**config.mk**
```make
export PLATFORM = sky130hd
export DESIGN_NAME = uart_tx_arbiter
export DESIGN_NICKNAME = d
export VERILOG_FILES = /design/src/rtl/uart_pkg.sv /design/src/rtl/uart_rr_picker.sv /design/src/rtl/uart_tx_arbiter.sv
export SDC_FILE = /design/constraint.sdc
export NUM_CORES = 1
export LEC_CHECK = 0
export CAP_MARGIN = 20
export CORE_ASPECT_RATIO = 0.6
export CORE_UTILIZATION = 41
export DETAILED_ROUTE_END_ITERATION = 10
export PLACE_DENSITY = 0.76
export SLEW_MARGIN = 10
export SYNTH_ARGS = -nofsm -noshare
export SYNTH_HDL_FRONTEND = slang
export SYNTH_SLANG_ARGS = --single-unit
```
**constraint.sdc**
```tcl
create_clock -name clk -period 3.2 [get_ports clk]
set_input_delay 0.64 -clock clk [delete_from_list [all_inputs] [get_ports clk]]
set_output_delay 0.64 -clock clk [all_outputs]
set_load 0.02 [all_outputs]
```
**src/rtl/uart_pkg.sv**
```systemverilog
// ---------------------------------------------------------------------------
// uart_pkg
// Shared definitions for the uart_tx arbitration slice.
//   BYTE_W      : width of one transmitted byte
//   arb_state_e : arbiter state encoding (IDLE / SEND / WAIT_ACK / WAIT_DONE)
// ---------------------------------------------------------------------------
package uart_pkg;

    localparam int BYTE_W = 32'd8;

    typedef enum logic [1:0] {
        ST_IDLE      = 2'd0,
        ST_SEND      = 2'd1,
        ST_WAIT_ACK  = 2'd2,
        ST_WAIT_DONE = 2'd3
    } arb_state_e;

endpackage : uart_pkg

```
**src/rtl/uart_rr_picker.sv**
```systemverilog
// ---------------------------------------------------------------------------
// uart_rr_picker
// Combinational round-robin selector. It scans the requesters starting at
// ptr_i and wrapping around. It returns the first one that is both
// requesting and allowed by the eligibility mask.
// Ports:
//   req_i  [N_REQ-1:0] request vector
//   ptr_i  [IW-1:0]    index holding highest priority
//   mask_i [N_REQ-1:0] eligibility mask (1 = may win)
//   gnt_o  [N_REQ-1:0] one-hot winner, zero when nobody qualifies
//   idx_o  [IW-1:0]    binary index of the winner
//   any_o              a winner exists
// ---------------------------------------------------------------------------
module uart_rr_picker #(
    parameter  int N_REQ = 4,
    localparam int IW    = $clog2(N_REQ)
) (
    input  logic [N_REQ-1:0] req_i,
    input  logic [IW-1:0]    ptr_i,
    input  logic [N_REQ-1:0] mask_i,
    output logic [N_REQ-1:0] gnt_o,
    output logic [IW-1:0]    idx_o,
    output logic             any_o
);

    logic [N_REQ-1:0] gnt_s;
    logic [IW-1:0]    idx_s;
    logic             found_s;

    // Rotating priority scan: the first eligible requester at or after ptr_i wins
    always_comb begin
        int cand;
        gnt_s   = {N_REQ{1'b0}};
        idx_s   = {IW{1'b0}};
        found_s = 1'b0;
        cand    = 0;
        for (int k = 0; k < N_REQ; k++) begin
            cand = int'(ptr_i) + k;
            // ptr_i < N_REQ, so one subtraction is enough to wrap
            if (cand >= N_REQ) begin
                cand = cand - N_REQ;
            end else begin
                cand = cand;
            end
            if (!found_s && req_i[cand] && mask_i[cand]) begin
                found_s     = 1'b1;
                gnt_s[cand] = 1'b1;
                idx_s       = IW'(cand);
            end else begin
                found_s = found_s;
            end
        end
    end

    assign gnt_o = gnt_s;
    assign idx_o = idx_s;
    assign any_o = found_s;

endmodule : uart_rr_picker

```
**src/rtl/uart_tx_arbiter.sv**
```systemverilog
// ---------------------------------------------------------------------------
// uart_tx_arbiter
// Shares one uart_tx transmitter between N_REQ byte requesters. Arbitration
// is round-robin, and exactly one byte is in flight at a time.
// Build option: define UART_TX_ARBITER_LOCK_EN to hold the grant across a
// multi-byte packet, which is terminated by req_last. When the macro is
// undefined, req_last is ignored.
// Parameters:
//   N_REQ       number of requesters (2..8)
//   ACK_TIMEOUT cycles after tx_enable allowed for tx_busy to rise (>=2)
// Ports:
//   clk, reset           clock, synchronous active-high reset
//   req_valid [N_REQ]    requester i has a byte pending
//   req_data  [8*N_REQ]  byte of requester i at [8i+7:8i]
//   req_last  [N_REQ]    byte closes its packet (lock build only)
//   req_ready [N_REQ]    one-cycle accept pulse
//   tx_busy              uart_tx busy
//   tx_enable            one-cycle start pulse to uart_tx
//   tx_data   [8]        byte for uart_tx
//   grant     [N_REQ]    one-hot current owner, zero when idle
//   tx_drop              one-cycle pulse: uart_tx never acknowledged, byte lost
// ---------------------------------------------------------------------------
module uart_tx_arbiter
    import uart_pkg::*;
#(
    parameter int N_REQ       = 4,
    parameter int ACK_TIMEOUT = 8
) (
    input  logic                    clk,
    input  logic                    reset,
    input  logic [N_REQ-1:0]        req_valid,
    input  logic [BYTE_W*N_REQ-1:0] req_data,
    input  logic [N_REQ-1:0]        req_last,
    output logic [N_REQ-1:0]        req_ready,
    input  logic                    tx_busy,
    output logic                    tx_enable,
    output logic [BYTE_W-1:0]       tx_data,
    output logic [N_REQ-1:0]        grant,
    output logic                    tx_drop
);

    localparam int IW = $clog2(N_REQ);
    localparam int CW = $clog2(ACK_TIMEOUT + 1);

    arb_state_e        state_q, state_d;
    logic              tx_enable_q, tx_enable_d;
    logic [BYTE_W-1:0] tx_data_q, tx_data_d;
    logic [N_REQ-1:0]  req_ready_q, req_ready_d;
    logic [N_REQ-1:0]  grant_q, grant_d;
    logic              tx_drop_q, tx_drop_d;
    logic [IW-1:0]     ptr_q, ptr_d;
    logic [IW-1:0]     owner_q, owner_d;
    logic [CW-1:0]     cnt_q, cnt_d;

    logic              lock_s;
    logic [N_REQ-1:0]  elig_s;
    logic [N_REQ-1:0]  pick_gnt_s;
    logic [IW-1:0]     pick_idx_s;
    logic              pick_any_s;
    logic              accept_s;
    logic [IW-1:0]     accept_idx_s;
    logic [N_REQ-1:0]  accept_oh_s;
    logic              drop_s;

    // While a packet is locked, only its owner may be picked
    assign elig_s = lock_s ? grant_q : {N_REQ{1'b1}};

    uart_rr_picker #(
        .N_REQ (N_REQ)
    ) u_picker (
        .req_i  (req_valid),
        .ptr_i  (ptr_q),
        .mask_i (elig_s),
        .gnt_o  (pick_gnt_s),
        .idx_o  (pick_idx_s),
        .any_o  (pick_any_s)
    );

    // Next-state logic; a byte acceptance overrides the per-state defaults
    always_comb begin
        state_d      = state_q;
        tx_enable_d  = 1'b0;
        tx_data_d    = tx_data_q;
        req_ready_d  = {N_REQ{1'b0}};
        grant_d      = grant_q;
        tx_drop_d    = 1'b0;
        ptr_d        = ptr_q;
        owner_d      = owner_q;
        cnt_d        = cnt_q;
        accept_s     = 1'b0;
        accept_idx_s = owner_q;
        accept_oh_s  = grant_q;
        drop_s       = 1'b0;

        case (state_q)
            ST_IDLE: begin
                // A frame still leaving uart_tx (e.g. across a reset) blocks arbitration
                if (!tx_busy && pick_any_s) begin
                    accept_s     = 1'b1;
                    accept_idx_s = pick_idx_s;
                    accept_oh_s  = pick_gnt_s;
                end else begin
                    accept_s = 1'b0;
                end
            end
            ST_SEND: begin
                state_d = ST_WAIT_ACK;
                cnt_d   = {CW{1'b0}};
            end
            ST_WAIT_ACK: begin
                if (tx_busy) begin
                    state_d = ST_WAIT_DONE;
                end else if (cnt_q == CW'(ACK_TIMEOUT - 2)) begin
                    // The SEND cycle plus ACK_TIMEOUT-1 wait cycles put the drop
                    // pulse exactly ACK_TIMEOUT cycles after tx_enable
                    state_d   = ST_IDLE;
                    tx_drop_d = 1'b1;
                    drop_s    = 1'b1;
                    grant_d   = {N_REQ{1'b0}};
                end else if (cnt_q != CW'(ACK_TIMEOUT)) begin
                    cnt_d = cnt_q + CW'(1);
                end else begin
                    cnt_d = cnt_q;
                end
            end
            ST_WAIT_DONE: begin
                if (tx_busy) begin
                    state_d = ST_WAIT_DONE;
                end else if (lock_s && req_valid[owner_q]) begin
                    // Back-to-back packet byte: skip IDLE to keep the gap at one cycle
                    accept_s     = 1'b1;
                    accept_idx_s = owner_q;
                    accept_oh_s  = grant_q;
                end else begin
                    state_d = ST_IDLE;
                    grant_d = lock_s ? grant_q : {N_REQ{1'b0}};
                end
            end
            default: begin
                state_d = ST_IDLE;
                grant_d = {N_REQ{1'b0}};
            end
        endcase

        if (accept_s) begin
            state_d     = ST_SEND;
            tx_enable_d = 1'b1;
            req_ready_d = accept_oh_s;
            grant_d     = accept_oh_s;
            tx_data_d   = req_data[int'(accept_idx_s) * BYTE_W +: BYTE_W];
            owner_d     = accept_idx_s;
            ptr_d       = (accept_idx_s == IW'(N_REQ - 1)) ? {IW{1'b0}}
                                                           : accept_idx_s + IW'(1);
        end else begin
            owner_d = owner_d;
        end
    end

`ifdef UART_TX_ARBITER_LOCK_EN
    logic lock_q, lock_d;

    // Packet lock: opened by a non-last byte, closed by a last byte or a drop
    always_comb begin
        lock_d = lock_q;
        if (accept_s) begin
            lock_d = ~req_last[accept_idx_s];
        end else if (drop_s) begin
            lock_d = 1'b0;
        end else begin
            lock_d = lock_q;
        end
    end

    // Packet lock register
    always_ff @(posedge clk) begin
        if (reset) begin
            lock_q <= 1'b0;
        end else begin
            lock_q <= lock_d;
        end
    end

    assign lock_s = lock_q;
`else
    logic unused_last_s;
    assign unused_last_s = ^req_last;
    assign lock_s        = 1'b0;
`endif

    // Arbiter state, capture registers, pointer and timeout counter
    always_ff @(posedge clk) begin
        if (reset) begin
            state_q     <= ST_IDLE;
            tx_enable_q <= 1'b0;
            tx_data_q   <= {BYTE_W{1'b0}};
            req_ready_q <= {N_REQ{1'b0}};
            grant_q     <= {N_REQ{1'b0}};
            tx_drop_q   <= 1'b0;
            ptr_q       <= {IW{1'b0}};
            owner_q     <= {IW{1'b0}};
            cnt_q       <= {CW{1'b0}};
        end else begin
            state_q     <= state_d;
            tx_enable_q <= tx_enable_d;
            tx_data_q   <= tx_data_d;
            req_ready_q <= req_ready_d;
            grant_q     <= grant_d;
            tx_drop_q   <= tx_drop_d;
            ptr_q       <= ptr_d;
            owner_q     <= owner_d;
            cnt_q       <= cnt_d;
        end
    end

    assign tx_enable = tx_enable_q;
    assign tx_data   = tx_data_q;
    assign req_ready = req_ready_q;
    assign grant     = grant_q;
    assign tx_drop   = tx_drop_q;

endmodule : uart_tx_arbiter

```
* Word-level counts from Yosys, hierarchy flattened
Index checks and enable logic that the tools add are counted.
** Cells by class
- $add $sub $neg :: 9
- $mul :: 0
- Divide/modulo/power cells :: 0
- Magnitude comparators :: 12
- Equality and inequality tests :: 14
- Shift-type cells :: 1
- Muxes and demuxes :: 71
- Bitwise gates (word level) :: 5
- Reductions and logical operators :: 28
** Operator list (count)
- 32-bit by 1-bit greater-or-equal comparator with 1-bit output (second input constant) :: 4
- 32-bit by 4-bit < comparator with 1-bit output (second input constant) :: 4
- 32-bit two-way mux :: 4
- 32-bit by 4-bit greater-or-equal comparator with 1-bit output (second input constant) :: 3
- 32-bit by 4-bit subtractor with 32-bit output (second input constant) :: 3
- 4-bit two-way mux :: 13
- 32-bit by 6-bit variable part select with 8-bit output :: 1
- 1-bit two-way mux :: 29
- 2-bit two-way mux :: 10
- 1-bit binary-select mux with 2-bit select :: 8
- 4-bit case mux with 2 select lines :: 2
- 1-bit logical AND :: 12
- 3-bit != test (second input constant) :: 4
- 4-bit OR :: 3
- 1-bit demux with 2-bit select :: 4
- 4-bit != test (second input constant) :: 2
- 4-bit AND reduction :: 2
- 2-bit by 2-bit adder with 3-bit output (second input constant) :: 2
- 2-bit equality test (second input constant) :: 3
- 2-bit != test (second input constant) :: 3
- 2-bit case mux with 3 select lines :: 1
- 3-bit nonzero test :: 2
- 4-bit by 1-bit adder with 4-bit output (second input constant) :: 1
- 4-bit by 3-bit equality test with 1-bit output (second input constant) :: 1
- other kinds (13) :: 19
** Word-level totals
- Register bits after elaboration :: 28
- Bits in latches :: 0
- RAM bits :: 0
- Memory bits (read-only) :: 0
- Input bits :: 43
- Output and inout bits :: 18
- Logic and storage cells :: 150
- Memories :: 0

* Logic depth before layout (Yosys ltp)
- Depth in word-level cells :: 24
- Depth in mapped cells :: 12
- Depth with buffers taken out :: 9

* Hierarchy
A second synthesis with hierarchy kept.
** Second synthesis, totals
- Cells, all modules :: 198
- Area, all modules :: 1815.5 µm²
** Modules (own cells, without submodules)
- uart_tx_arbiter :: instances 1, cells each 142, area an instance 1358.8 µm², seq. area each 540.5 µm²
- uart_rr_picker :: instances 1, cells each 56, area an instance 456.7 µm², seq. area each 0.0 µm²

* Worst setup path after synthesis
Ideal clock, no wire load.
- Kind :: flip-flop to flip-flop
- Start point :: reg ptr_q[0]
- End point :: reg tx_data_q[0], in the netlist tx_data[0]
- Setup time :: 0.122 ns
- Arrival :: 2.974 ns
- Data required time :: 3.078 ns
- Slack :: 0.103 ns
- Stages on the path, launching flop included :: 13
- Buffers on the path :: 3
- Clock period less this slack :: 3.097 ns
- Cells stage by stage :: dfxtp_1 buf_6 clkinv_1 ha_1 buf_2 mux4_2 nor2b_4 o211ai_4 nand3_4 buf_6 mux2_4 a22oi_2 o21ai_1
** On the way
- Longest elaborated chain between the ends :: 23
- Elaborated cells between the ends (all ways) :: 63
- Those cells by class :: 7 x add/sub; 4 x order compare; 1 x shift; 40 x mux; 11 x reduce/logical
** RTL lines
- from (decl) :: line uart_tx_arbiter.sv:51 : logic [IW-1:0] ptr_q, ptr_d;
- from (signal assigned) :: line uart_tx_arbiter.sv:199 : ptr_q <= {IW{1'b0}};
- from (signal assigned) :: line uart_tx_arbiter.sv:209 : ptr_q <= ptr_d;
- branches (longest 23 deep; another with 32-bit by 4-bit subtractor with 32-bit output)
- to (signal assigned) :: line uart_tx_arbiter.sv:195 : tx_data_q <= {BYTE_W{1'b0}};
- to (signal assigned) :: line uart_tx_arbiter.sv:205 : tx_data_q <= tx_data_d;
- to (decl) :: line uart_tx_arbiter.sv:47 : logic [BYTE_W-1:0] tx_data_q, tx_data_d;
Several ways; the timed one is not identified. The select of a mux whose other input is x is not followed.
A chain may end at the register's enable or synchronous reset.

* Worst setup path after layout
- Start point :: in req_valid[2]
- End point :: reg tx_data_q[4], in the netlist tx_data[4]
** On the way
- Longest elaborated chain between the ends :: 21
- Elaborated cells between the ends (all ways) :: 36
- Those cells by class :: 1 x shift; 24 x mux; 11 x reduce/logical
** RTL lines
- from (decl) :: line uart_tx_arbiter.sv:31 : input logic [N_REQ-1:0] req_valid,
- 1-bit binary-select mux with 2-bit select :: line uart_rr_picker.sv:45 : if (!found_s && req_i[cand] && mask_i[cand]) begin
- 1-bit two-way mux (not written as such) (2 in a row) :: line uart_rr_picker.sv:45
- 1-bit logical AND :: line uart_rr_picker.sv:45
- 1-bit two-way mux :: line uart_rr_picker.sv:45
- 1-bit logical NOT :: line uart_rr_picker.sv:45
- 1-bit logical AND (2 in a row) :: line uart_rr_picker.sv:45
- 1-bit two-way mux :: line uart_rr_picker.sv:45
- 1-bit logical NOT :: line uart_rr_picker.sv:45
- 1-bit logical AND (2 in a row) :: line uart_rr_picker.sv:45
- 1-bit two-way mux :: line uart_rr_picker.sv:45
- 1-bit logical NOT :: line uart_rr_picker.sv:45
- 1-bit logical AND (2 in a row) :: line uart_rr_picker.sv:45
- 1-bit two-way mux :: line uart_rr_picker.sv:45
- 1-bit logical AND :: line uart_tx_arbiter.sv:98 : if (!tx_busy && pick_any_s) begin
- 2-bit two-way mux :: line uart_tx_arbiter.sv:98
- 2-bit two-way mux
- 32-bit by 6-bit variable part select with 8-bit output :: line uart_tx_arbiter.sv:150 : tx_data_d = req_data[int'(accept_idx_s) * BYTE_W +: BYTE_W];
Parallel ways exist; a longest one is shown, timed or not. The select of a mux whose other input is x is not followed.

==> metrics.cfg <==
[global_route]
antenna_found_initial = 0
first_global_vias = 1365
grt_start_max_net_pins = 16
overflow = 0
grt_pass1_wl_mm = 6.50
grtUsageTotal_pct = 18.0

[cts]
clk_latency_ns = 0.27
cts-hold-fix-buffers = 0
cts_buffers = 3
htree_levels = 1
clock_sinks = 27
cts_buffer_depth = 2
cts_tree = built
post_cts_buffers = 0
postCtsResizedCells = 0
clockRootBuffer = clkbuf_8
clk_pin_slew_worst_paths_ns = 0.09

[timing]
finalCritPeriodShare_pct = 88.3
maxSlewViolCount = 0
rsz0062_at_grt = false
skew_ns = 0.00265
fmax_ghz = 0.354
period_minus_slack_ns = 2.83
tns_ns = 0
max-slew-margin-rel_pct = 63.2
hold_viol_final = 0
fin_worst_hold_slack_ns = 0.463
setup_violations = 0
worst-slew-pin-transition_ns = 0.546

[routing]
drt_iter0_markers = 45
drt-total-wl_mm = 4.26
viasPerCell = 5.06
drc = 0
vias = 1625
wl_per_cell_um = 13.3
drtAntennaViolNets = 0
drtPass1Iterations = 4

[synthesis]
seq_area_frac_synth_pct = 29.5
synth_compound_area_share_pct = 21.2
syn_nets = 251
syn_avg_cell_area_um2 = 9.45
synthMuxAreaShare_pct = 16.6
synth_most_common_cell = dfxtp_1
synth-edff-count = 0
netlist_area_um2 = 1830
synth_adder_area_share_pct = 9.55
yosys_warnings = 0
yosysTopAreaCell = dfxtp_1
synthCells = 194
synth_top_area_share_pct = 29.5
synth.area.top_cells = dfxtp_1 (29%), ha_1 (9.5%), mux2i_1 (7.6%)
synth_xor_area_share_pct = 1.43
synthSimpleGateAreaFrac_pct = 15.4
ys_async_sr_fraction_pct = 0
synth_top_family_by_area = compound AO/OA/AOI/OAI gates
synth_common_cells = dfxtp_1 (27), nor2_1 (16), nand2_1 (15), ha_1 (14), mux2i_1 (14)
synth-main-ff-cell = dfxtp_1
yosysUniqueCellTypes = 41
synth_seq_cells = 27

[placement]
dpl_cell_area_um2 = 2520
gp_congestion = 0.803
dpl.hpwl_mm = 3.43
numPortBuffers = 56
dp_cells = 317

[setup_path]
cp-end-kind = register
cp.arrival_ns = 2.98
cp_max_fo = 13
r2r_slack_ns = 0.51
worstPathRequired_ns = 3.36
path_class = input port to register
start_kind = input port

[floorplan]
dieArea_um2 = 4750
start_util_pct = 43.8
die_y_um = 53.8
core_area_um2 = 4190
num_rows = 18
die-width_um = 88.4
io_pins = 61

[pwr]
max-vdd-ir-drop_mv = 0.333
p_per_area_nw_per_um2 = 564
total_leakage_power_nw = 0.981

[final_layout]
diodes = 0
layout-drive-gt1-share_pct = 13.0
nFillCells = 354
nets = 319
post-route-cell-area_um2 = 2570
syn2layout_area_growth_pct = 40.1
stdcell_count = 321

[worst_hold_path]
min-delay-path-class = register to register

[run]
maxCapViolations = 0

[status]
status = completed

==> per-layer routing <==
metal | vias to the layer above | track usage, % | share of wire, %
met5 | - | 0 | 0
met4 | 0 | 1.61 | 0
met3 | 0 | 3.83 | 4.0
met2 | 38 | 27.4 | 43
met1 | 758 | 27.1 | 53
li1 | 829 | - | -
==> worst max-delay path, cell delays in order <==
cell,delay [ns]
clkdlybuf4s50_1,0.52
mux4_2,0.54
nor2b_4,0.18
o211ai_4,0.20
nand3_4,0.24
mux2_1,0.38
a22oi_1,0.18
o21ai_1,0.09
==> flip-flops by register name, summed over array words and instances, names as in the netlist <==
name and cells:
tx_data 8, ptr_q 2, grant 4, state_q 2
owner_q 1, tx_drop 1, tx_enable 1, cnt_q 4
req_ready 4
==> worst paths after layout <==
path	from	endpoint	depth (start not counted)
setup / recovery	req_valid[2]	tx_data[4]	8
hold reg to reg	grant[1]	grant[1]	2
hold / removal	grant[1]	grant[1]	2
setup reg to reg	ptr_q[0]	tx_data[4]	11
==> stage by stage <==
stage | worst slack (ns) | utilization, % | total power, mW
5_1_grt | 0.234 | 61.4 | 1.55
3_3_place_gp | 0.101 | 60.2 | 1.24
6_report | 0.374 | 61.4 | 1.45
4_1_cts | 0.376 | 61.4 | 1.46
3_5_place_dp | 0.102 | 60.2 | 1.26
2_1_floorplan | 0.103 | - | 0.991
==> cell type report <==
cell class                 count  area (um^2)  share of cell area, %
tap                           60         75.1                   2.92
sequential                    27          541                   21.0
inverter                      11         41.3                   1.61
clock buffer                   3         41.3                   1.61
clock inverter                 1         5.00                  0.195
timing repair buffer          73          688                   26.8
multi-input combinational    146         1180                   45.9
==> kinds of logic (layout without fill, tap and decap cells) <==
| family | after synthesis | in the layout |
|---|---|---|
| buffers and inverters | 21 | 88 |
| AO/OA/AOI/OAI | 51 | 51 |
| adder cells (fa/ha/maj) | 14 | 14 |
| XOR/XNOR | 3 | 3 |
| flip-flops | 27 | 27 |
| AND/OR/NAND/NOR | 53 | 53 |
| multiplexers | 25 | 25 |
==> placed cells by master, fill, tap and decap left out, drive strengths merged, types with 3 or more instances in the layout <==
cell type / netlist / routed
clkdlybuf4s50: 0 / 56
dfxtp: 27 / 27
buf: 9 / 17
nor2: 16 / 16
nand2: 15 / 15
mux2i: 14 / 14
ha: 14 / 14
a22oi: 12 / 12
o21ai: 12 / 12
inv: 10 / 10
mux2: 8 / 8
a21oi: 7 / 7
nor2b: 7 / 7
nor3: 5 / 5
a21boi: 4 / 4
o21bai: 4 / 4
mux4: 3 / 3
a211oi: 3 / 3
clkbuf: 1 / 3
==> report_power, final <==
group	total [mW]	switching, mW	internal (mW)	leakage (nW)
logic	0.827	0.423	0.404	0.735
registers	0.433	0.0347	0.399	0.220
clock network	0.190	0.102	0.0872	0.0255
No activity file was read; power rests on OpenSTA's default activity.
